## config.mk

```make
export PLATFORM = sky130hd
export DESIGN_NAME = fft_frame_arbiter
export DESIGN_NICKNAME = d
export VERILOG_FILES = /design/src/rtl/fft_frame_arbiter.sv
export SDC_FILE = /design/constraint.sdc
export NUM_CORES = 1
export LEC_CHECK = 0
export ABC_CLOCK_PERIOD_IN_PS = 1800
export CORE_UTILIZATION = 33
export DETAILED_ROUTE_END_ITERATION = 16
export PLACE_DENSITY = 0.92
export SYNTH_ARGS = -nofsm -noshare
export SYNTH_HDL_FRONTEND = slang
export SYNTH_SLANG_ARGS = --single-unit
```

## constraint.sdc

```tcl
create_clock -name clk_50m -period 1.8 [get_ports clk_50m]
set_input_delay 0.27 -clock clk_50m [delete_from_list [all_inputs] [get_ports clk_50m]]
set_output_delay 0.27 -clock clk_50m [all_outputs]
set_load 0.05 [all_outputs]
```

## src/rtl/fft_frame_arbiter.sv

```systemverilog
// Round-robin frame arbiter feeding one shared modulus datapath from two frame buffers.
// One frame in flight: grant, stream FRAME_LEN samples, then hold until data_eop or timeout.
module fft_frame_arbiter #(
    parameter int DATA_W    = 32,
    parameter int FRAME_LEN = 256,
    parameter int ADDR_W    = 8,
    parameter int TIMEOUT   = 1024
) (
    input  logic              clk_50m,
    input  logic              rst_n,
    input  logic              en,
    input  logic              ch0_req,
    output logic              ch0_gnt,
    output logic              ch0_rd_en,
    input  logic [DATA_W-1:0] ch0_real,
    input  logic [DATA_W-1:0] ch0_imag,
    input  logic              ch1_req,
    output logic              ch1_gnt,
    output logic              ch1_rd_en,
    input  logic [DATA_W-1:0] ch1_real,
    input  logic [DATA_W-1:0] ch1_imag,
    output logic [ADDR_W-1:0] rd_addr,
    output logic [DATA_W-1:0] source_real,
    output logic [DATA_W-1:0] source_imag,
    output logic              source_sop,
    output logic              source_eop,
    output logic              source_valid,
    output logic              source_ch,
    input  logic              done_eop,
    output logic              busy,
    output logic              timeout_err
);

    typedef enum logic [1:0] {
        IDLE      = 2'd0,
        STREAM    = 2'd1,
        WAIT_DONE = 2'd2
    } state_t;

    localparam int                TCNT_W    = $clog2(TIMEOUT);
    localparam logic [ADDR_W-1:0] LAST_ADDR = ADDR_W'(FRAME_LEN - 1);
    localparam logic [TCNT_W-1:0] TCNT_LAST = TCNT_W'(TIMEOUT - 1);

    state_t            state;
    logic              last_ch;
    logic              done_seen;
    logic              valid_seen;
    logic [TCNT_W-1:0] tcnt;
    logic              pick_ch;
    logic              rd_any;

    // Tie goes to the channel not served last; otherwise the lone requester wins.
    // NOTE: every combinational output gets a default path so no latch can be inferred.
    always_comb begin
        if (ch0_req && ch1_req) pick_ch = ~last_ch;
        else                    pick_ch = ch1_req;
    end

    assign rd_any = ch0_rd_en | ch1_rd_en;
    assign busy   = (state != IDLE);

    // Buffer data lands one cycle after rd_en, alongside the registered valid/sop/eop.
    assign source_real = source_valid ? (source_ch ? ch1_real : ch0_real) : '0;
    assign source_imag = source_valid ? (source_ch ? ch1_imag : ch0_imag) : '0;

    // NOTE: state uses non-blocking assignments only; later assignments in the block override earlier ones.
    always_ff @(posedge clk_50m) begin
        if (!rst_n) begin
            state        <= IDLE;
            last_ch      <= 1'b1;
            done_seen    <= 1'b0;
            valid_seen   <= 1'b0;
            tcnt         <= '0;
            ch0_gnt      <= 1'b0;
            ch1_gnt      <= 1'b0;
            ch0_rd_en    <= 1'b0;
            ch1_rd_en    <= 1'b0;
            rd_addr      <= '0;
            source_sop   <= 1'b0;
            source_eop   <= 1'b0;
            source_valid <= 1'b0;
            source_ch    <= 1'b0;
            timeout_err  <= 1'b0;
        end else begin
            timeout_err  <= 1'b0;
            source_valid <= rd_any;
            source_sop   <= rd_any && (rd_addr == '0);
            source_eop   <= rd_any && (rd_addr == LAST_ADDR);

            if (source_valid) valid_seen <= 1'b1;
            if (done_eop && (source_valid || valid_seen)) done_seen <= 1'b1;

            unique case (state)
                IDLE: begin
                    if (en && (ch0_req || ch1_req)) begin
                        ch0_gnt   <= ~pick_ch;
                        ch1_gnt   <= pick_ch;
                        ch0_rd_en <= ~pick_ch;
                        ch1_rd_en <= pick_ch;
                        rd_addr   <= '0;
                        last_ch   <= pick_ch;
                        source_ch <= pick_ch;
                        state     <= STREAM;
                    end
                end
                STREAM: begin
                    if (rd_addr == LAST_ADDR) begin
                        ch0_rd_en <= 1'b0;
                        ch1_rd_en <= 1'b0;
                        rd_addr   <= '0;
                        tcnt      <= '0;
                        state     <= WAIT_DONE;
                    end else begin
                        rd_addr <= rd_addr + ADDR_W'(1);
                    end
                end
                WAIT_DONE: begin
                    // done takes priority over a coincident timeout
                    if (done_seen || done_eop || (tcnt == TCNT_LAST)) begin
                        timeout_err <= ~(done_seen || done_eop);
                        ch0_gnt     <= 1'b0;
                        ch1_gnt     <= 1'b0;
                        done_seen   <= 1'b0;
                        valid_seen  <= 1'b0;
                        state       <= IDLE;
                    end else begin
                        tcnt <= tcnt + TCNT_W'(1);
                    end
                end
                default: state <= IDLE;
            endcase
        end
    end

endmodule
```

# Yosys cells after proc, flatten, opt, wreduce, memory -nomap -nowiden
# Cells that the tools add are included.
# totals
reg_bits	32
inputBits	134
# classes
add_sub_neg	2
n_eq_ne	8
muxes	29
bitwise_logic	4
n_reduce_logical	22
# op_table
operator	count
$mux 32	4
$mux 10	2
$pmux 10 s2	1
$mux 8	2
$pmux 8 s2	1
$reduce_and 3->1	5
$mux 1	11
$add 10x1->10 const B	1
$eq 10x10->1 const B	1
$add 8x1->8 const B	1
$eq 8x8->1 const B	1
$logic_not 8->1	1
$ne 2x2->1 const B	4
$pmux 1 s2	4
$reduce_bool 2->1	4
$mux 2	3
$pmux 2 s3	1
$logic_and 1x1->1	5
$logic_or 1x1->1	4
$reduce_and 2->1	2
$not 1->1	3
$eq 2x1->1 const B	1
$eq 2x2->1 const B	1
$logic_not 2->1	1
$or 1x1->1	1

# Logic depth before layout (Yosys ltp)
# Gate-level depths: netlist of the first run.
# depth
ltp_word	5
depth_mapped	6
depth_no_buf	5

# Least setup slack after synthesis of the first run
# Ideal clock, no wire load.
# synth_timing
path_kind	reg2out
from	register source_ch
to	output port source_imag[0]
arrival_ps	2150
required_time_ps	1530
setup_slack_ps	-620
path_stages_with_launch	5
path_cell_list	dfxtp_1 -> clkbuf_1 -> buf_2 -> mux2i_1 -> nor2b_1
# synth_via
elab_chain_cells	2
# synth_lines
element	line	source
start: declaration	28	output logic source_ch,
start signal: assignment	102	source_ch <= pick_ch;
$mux 32 (2 in a row)	64	assign source_imag = source_valid ? (source_ch ? ch1_imag : ch0_imag) : '0;
end: declaration	24	output logic [DATA_W-1:0] source_imag,
# No other way between the ends.

# Worst setup path after layout of the first run
# layout_timing
from	register source_ch
to	output port source_real[20]
# layout_via
elab_chain_cells	2
# layout_lines
element	line	source
$mux 32 (2 in a row)	63	assign source_real = source_valid ? (source_ch ? ch1_real : ch0_real) : '0;
end: declaration	23	output logic [DATA_W-1:0] source_real,
# No other way between the ends.

==> flow_summary.json, run 1 <==
{
  "crit_buf_inv": 3,
  "critical_path.max_fanout": 10,
  "grt_pass1_vias": 3394,
  "crit_chain": "buf_4 > clkbuf_16 > mux2i_2 > nor2b_4 > buf_12",
  "synth.avg_cell_area_um2": 8.256,
  "drtAntennaViolNets": 0,
  "nNetsFinal": 692,
  "ir_drop_mv": 0.2135,
  "cpMaxStageDelayCell": "dfxtp_4",
  "netlist_area_mm2": 0.002634,
  "num_antenna_cells": 0,
  "routabilityCongestion": 0.9110,
  "clockBufferDepth": 2,
  "drc": 0,
  "fmax_ghz": 0.5509,
  "final_core_util_pct": 85.23,
  "track_usage_pct": 29.42,
  "ys_seq_area_share_pct": 24.32,
  "dr.pass1.iters": 4,
  "finalCritPeriodShare_pct": 100.8,
  "pwr_density_cell_mw_per_mm2": 414.9,
  "synth_edf_count": 0,
  "totalWireLength_um": 14330,
  "hold_viol": 0,
  "critPathMaxStageDelay_ns": 0.37,
  "die_area_mm2": 0.008342,
  "end_kind": "primary output",
  "final_layout_size_suffix_gt1_share_pct": 43.17,
  "finalCriticalPeriod_ns": 1.815,
  "worstSetupPathType": "register to primary output",
  "final_cell_area_mm2": 0.006586,
  "max_cap_violations": 0,
  "grt_pass1_wl_um": 18670,
  "synth_seq_cells": 32,
  "synth_top_area_cell": "dfxtp_1",
  "tightestPinTransition_ns": 0.5092,
  "r2r_setup_slack_ns": 0,
  "fin_skew_ns": 0.003615,
  "dp.cells": 639,
  "drt_iter0_markers": 177,
  "r2r-start": "rd_addr[0]",
  "startpoint_type": "register",
  "htree_levels": 2,
  "tritoncts": "yes",
  "final_cells": 658,
  "synth_top_area_share_pct": 24.32,
  "crit_arrival_ns": 1.55,
  "clk_pin_slew_worst_paths_ns": 0.06,
  "path_delay_family": "buffers and inverters",
  "wire_per_inst_um": 21.78,
  "holdBufCountCts": 0,
  "rsz0062_at_grt": "true",
  "synthCells": 319,
  "relSlewSlack_pct": 66.00,
  "maxSlewViolCount": 0,
  "ys_async_sr_fraction_pct": 0,
  "fp.dieH_um": 91.34,
  "synth.most_common_cell": "nor2b_1",
  "dpl_cell_area_mm2": 0.006098,
  "area_delta_synth_final_pct": 150.1,
  "vias_per_cell": 5.343,
  "die_w_um": 91.34,
  "clock-root-buffer": "clkbuf_8",
  "io_pins": 216,
  "ys_types": 49,
  "violations": "negative setup slack",
  "dpl.hpwl_um": 10430,
  "synth_ff_type": "dfxtp_1",
  "cts_buffers": 5,
  "port-buffer-count": 215,
  "ff2ff_path_depth": 6,
  "synth_area_leaders": "dfxtp_1 24%, mux2i_1 24%, nor2b_1 15%",
  "clkLatencyLatePin_ns": 0.28,
  "synth_warnings": 0,
  "critPathLaunch": "source_ch",
  "antenna_found_initial": 0,
  "synthTopCellsByCount": "65 x nor2b_1, 64 x mux2i_1, 32 x dfxtp_1, 17 x nand2_1",
  "status": "complete, but fails checks",
  "holdCritPathClass": "register to register",
  "core_area_mm2": 0.007727,
  "p_leak_nw": 2.316,
  "fp-row-count": 32,
  "vias": 3516,
  "worst_slack_ns": -0.01528,
  "syn-num-nets": 456,
  "worstPathRequired_ns": 1.53,
  "cp-endpoint": "source_real[20]",
  "grt_start_max_net_pins": 44,
  "cp_num_cells": 5,
  "globalRouteOverflowTotal": 0,
  "finalSetupViolations": 6,
  "cts_sinks": 32,
  "start_util_pct": 34.08,
  "r2r-end": "rd_addr[7]"
}
cell usage in the layout (no fill, tap or decap), types with 5 or more instances in the layout:
master / n
clkdlybuf4s50_1: 136
buf_12: 68
nor2b_4: 51
buf_4: 37
mux2i_2: 28
mux2i_1: 26
dfxtp_1: 23
nand2_1: 17
nor2b_2: 13
nand3_1: 13
nor2_1: 12
o21ai_0: 12
mux2i_4: 10
a21oi_1: 10
inv_1: 6
nor3_1: 6
dfxtp_2: 6
clkbuf_8: 5
area by class of cell:
| class | instances | area [um2] |
|---|---|---|
| clock buffers | 7 | 76.32 |
| clock inverters | 1 | 3.754 |
| fillers | 362 | 1141 |
| inverters | 6 | 22.52 |
| multi-input cells | 260 | 2536 |
| flip-flops and latches | 32 | 659.4 |
| well taps | 102 | 127.6 |
| repair buffers | 250 | 3161 |
worst min path at each step:
stage                     startpoint       to  cells past startpoint  slack, ns
after detailed placement     ch0_gnt  ch0_gnt                      2       0.46
after floorplan              last_ch  last_ch                      2       0.43
after global routing         ch0_gnt  ch0_gnt                      2       0.49
after global placement       ch0_gnt  ch0_gnt                      2       0.45
final                        ch0_gnt  ch0_gnt                      2       0.48
after CTS                    ch0_gnt  ch0_gnt                      2       0.47
worst reg2reg max path, cell delays in order, from the launching register on:
cell and delay [ns]:
dfxtp_4 0.38, ha_2 0.20, nand4_1 0.15, buf_4 0.19, o21ai_0 0.39, o21bai_1 0.21
a311oi_1 0.13
state kept, by name, indices dropped and copies added (netlist names):
signal	cells
ch0_gnt	1
source_sop	1
last_ch	1
source_eop	1
done_seen	1
ch0_rd_en	1
timeout_err	1
source_valid	1
tcnt	10
state	2
source_ch	1
valid_seen	1
ch1_rd_en	1
ch1_gnt	1
rd_addr	8
routing by layer:
| metal | vias up | global-route usage, % | part of all wire, % |
|---|---|---|---|
| met4 | 0 | 7.407 | 3.7 |
| met2 | 189 | 61.62 | 58 |
| li1 | 1611 | - | - |
| met3 | 37 | 5.779 | 6.2 |
| met1 | 1679 | 28.64 | 32 |
| met5 | - | 0 | 0 |
logic make-up (layout without fill, tap and decap cells):
family | count (synthesis) | in the layout | synth area share (%)
and+or+nand+nor | 144 | 144 | 32.54
muxes | 64 | 64 | 24.32
AOI/OAI and AO/OA | 47 | 47 | 12.54
DFF | 32 | 32 | 24.32
buffers and inverters | 27 | 264 | 4.180
adders and majority gates | 3 | 3 | 1.425
xor gates and xnor gates | 2 | 2 | 0.6652
stage by stage:
step / power, mW / worst slack, ns / TNS, ns / hold slack [ns]
3_3_place_gp: 2.068 / -0.04160 / -0.04160 / 0.4482
4_1_cts: 2.634 / -0.05089 / -0.5092 / 0.4730
3_5_place_dp: 2.093 / -0.1664 / -0.2960 / 0.4579
6_report: 2.733 / -0.01528 / -0.04529 / 0.4816
2_1_floorplan: 1.375 / 0.01496 / 0 / 0.4327
5_1_grt: 2.814 / -0.07244 / -0.7221 / 0.4905
repair_timing:
item	CTS	global route
pin swaps	0	2
resized for setup	24	37
setup endpoints to repair	25	56
buffers inserted	0	9
endpoints found under the hold margin	0	0
gates cloned	0	3
report_power, final:
group          internal [mW]  total [mW]  switching [mW]
logic                  0.793        1.46           0.671
registers              0.727       0.756          0.0292
clock network          0.268       0.512           0.244
Power figures use the tool's default switching activity.
==> run 2, diff against run 1 <==
Settings changed: CTS_CLUSTER_SIZE from default to 40, MAX_ROUTING_LAYER from default to met4.
==> run 2 against run 1 <==
The flow still finishes with violations (negative setup slack). Sequential share of layout area up 0.084 points. Global-route usage up 2.5 points. Clock skew up 0.0030 ns. Non-clock buffer count fell by 6. Register-to-register slack better by 0.06 ns. Largest cell class unchanged. Largest power group unchanged. Highest routed layer unchanged.
==> flow_summary.json, run 2 (same netlist as run 1, synthesis figures left out) <==
{
  "dpl_cell_area_mm2": 0.006098,
  "htree_levels": 2,
  "clkLatencyLatePin_ns": 0.28,
  "io_pins": 216,
  "cts_buffers": 5,
  "ir_drop_mv": 0.2904,
  "met2_usage_pct": 60.10,
  "final_common_cell": "clkdlybuf4s50_1",
  "clockBufferDepth": 2,
  "core_area_mm2": 0.007727,
  "worstPathRequired_ns": 1.53,
  "path_common_cell": "buf_12",
  "cpMaxStageDelayCell": "dfxtp_4",
  "antenna_found_initial": 0,
  "area_delta_synth_final_pct": 148.0,
  "drc": 0,
  "holdCritPathClass": "register to register",
  "tritoncts": "yes",
  "routabilityCongestion": 0.9258,
  "relSlewSlack_pct": 67.27,
  "crit_arrival_ns": 1.64,
  "cts_sinks": 32,
  "grt_start_max_net_pins": 44,
  "p_leak_nw": 2.272,
  "wire_per_inst_um": 21.49,
  "place_ws_ns": -0.1218,
  "nNetsFinal": 686,
  "die_area_mm2": 0.008342,
  "track_usage_pct": 31.87,
  "path_delay_family": "buffers and inverters",
  "crit_chain": "buf_12 > clkbuf_16 > mux2i_2 > nor2b_4 > buf_12",
  "grt_pass1_vias": 3569,
  "finalCriticalPeriod_ns": 1.912,
  "top_register": "tcnt",
  "finalSetupViolations": 26,
  "crit_buf_inv": 3,
  "tns_ns": -0.7509,
  "vias": 3531,
  "num_antenna_cells": 0,
  "vias_per_cell": 5.416,
  "clock-root-buffer": "clkbuf_8",
  "top_usage_layer": "met2",
  "dpl.hpwl_um": 10450,
  "maxSlewViolCount": 0,
  "hold_viol": 0,
  "critPathMaxStageDelay_ns": 0.43,
  "mostFrequentLayoutCells": "137 x clkdlybuf4s50_1, 69 x buf_12, 49 x nor2b_4, 34 x buf_4, 28 x mux2i_2",
  "final_core_util_pct": 84.52,
  "dp.cells": 639,
  "startpoint_type": "register",
  "fp.dieH_um": 91.34,
  "fmax_ghz": 0.5231,
  "dr.pass1.iters": 4,
  "start_util_pct": 34.08,
  "drt_iter0_markers": 218,
  "finalCritPeriodShare_pct": 106.2,
  "drtAntennaViolNets": 0,
  "grt_pass1_wl_um": 19680,
  "pwr_density_cell_mw_per_mm2": 417.9,
  "met1_usage_pct": 32.87,
  "die_w_um": 91.34,
  "final_cell_area_mm2": 0.006531,
  "rsz0062_at_grt": "true",
  "fp-row-count": 32,
  "totalWireLength_um": 14010,
  "status": "complete, but fails checks",
  "grtUsageMet3_pct": 3.266,
  "final_cells": 652,
  "critical_path.max_fanout": 14,
  "worst_slack_ns": -0.1118,
  "globalRouteOverflowTotal": 0,
  "end_kind": "primary output",
  "port-buffer-count": 215,
  "largest_register_ffs": 10,
  "nFillCells": 372,
  "clk_pin_slew_worst_paths_ns": 0.07,
  "tightestPinTransition_ns": 0.4894,
  "fin_skew_ns": 0.006566,
  "reg.largest.list": "tcnt: 10 flops, rd_addr: 8 flops, state: 2 flops",
  "final_layout_size_suffix_gt1_share_pct": 42.73,
  "violations": "negative setup slack",
  "max_cap_violations": 0,
  "worstSetupPathType": "register to primary output"
}
==> run 2: changes by cell type in the layout (fill, tap and decap cells not counted), moves of 2 or more <==
| cell | change |
|---|---|
| nor2b_2 | +2 |
| buf_4 | -3 |
| nor2b_4 | -2 |
| o21ai_1 | +3 |
| o21ai_0 | -3 |
| buf_6 | -3 |
| clkbuf_16 | -2 |
==> run 2: repair_timing <==
action / CTS / global route
cloned: 1 / 1
gates resized for setup: 27 / 29
endpoints found under the hold margin: 0 / 0
pin swaps: 0 / 1
hold buffers: 0 / 0
buffers inserted: 2 / 1
setup endpoints to repair: 21 / 66
==> run 2: path summary, 6_finish.rpt <==
| kind | from | end | slack, ns | cells after the start |
|---|---|---|---|---|
| hold reg to reg | ch0_gnt | ch0_gnt | 0.49 | 2 |
| hold / removal | ch0_gnt | ch0_gnt | 0.49 | 2 |
| setup / recovery | source_ch | source_imag[28] | -0.11 | 5 |
| setup reg to reg | rd_addr[0] | tcnt[0] | 0.06 | 5 |
==> run 2: cell type report <==
type | count | area (um2) | area share (%)
clock buffers | 7 | 76.32 | 1.169
clock inverters | 1 | 5.005 | 0.07663
inverters | 6 | 22.52 | 0.3448
multi-input cells | 260 | 2536 | 38.83
flip-flops and latches | 32 | 659.4 | 10.10
well taps | 102 | 127.6 | 1.954
repair buffers | 244 | 3104 | 47.53
==> run 2: metal layers <==
metal	vias to the layer above	part of all wire (%)
met5	-	0
met4	0	5.2
met3	45	4.9
met2	228	55
met1	1661	35
li1	1597	-
==> run 2: per-stage QoR <==
step / hold WS [ns] / power [mW]
5_1_grt: 0.5202 / 2.812
6_report: 0.4888 / 2.730
2_1_floorplan: 0.4327 / 1.375
4_1_cts: 0.4831 / 2.657
3_5_place_dp: 0.4619 / 2.093
3_3_place_gp: 0.4481 / 2.068
==> run 2: worst reg2reg max path: cells and delay by family, from the launching register on <==
family                   cells  cell delay [ns]
AND/OR/NAND/NOR              3             0.80
adder cells (fa/ha/maj)      1             0.23
flip-flops                   1             0.37
AO/OA/AOI/OAI                1             0.22
==> run 2: report_power, final <==
group          internal [mW]  switching, mW  total, mW
Combinational          0.789          0.667       1.46
Sequential             0.727         0.0316      0.758
Clock                  0.271          0.245      0.515
Total                   1.79          0.943       2.73
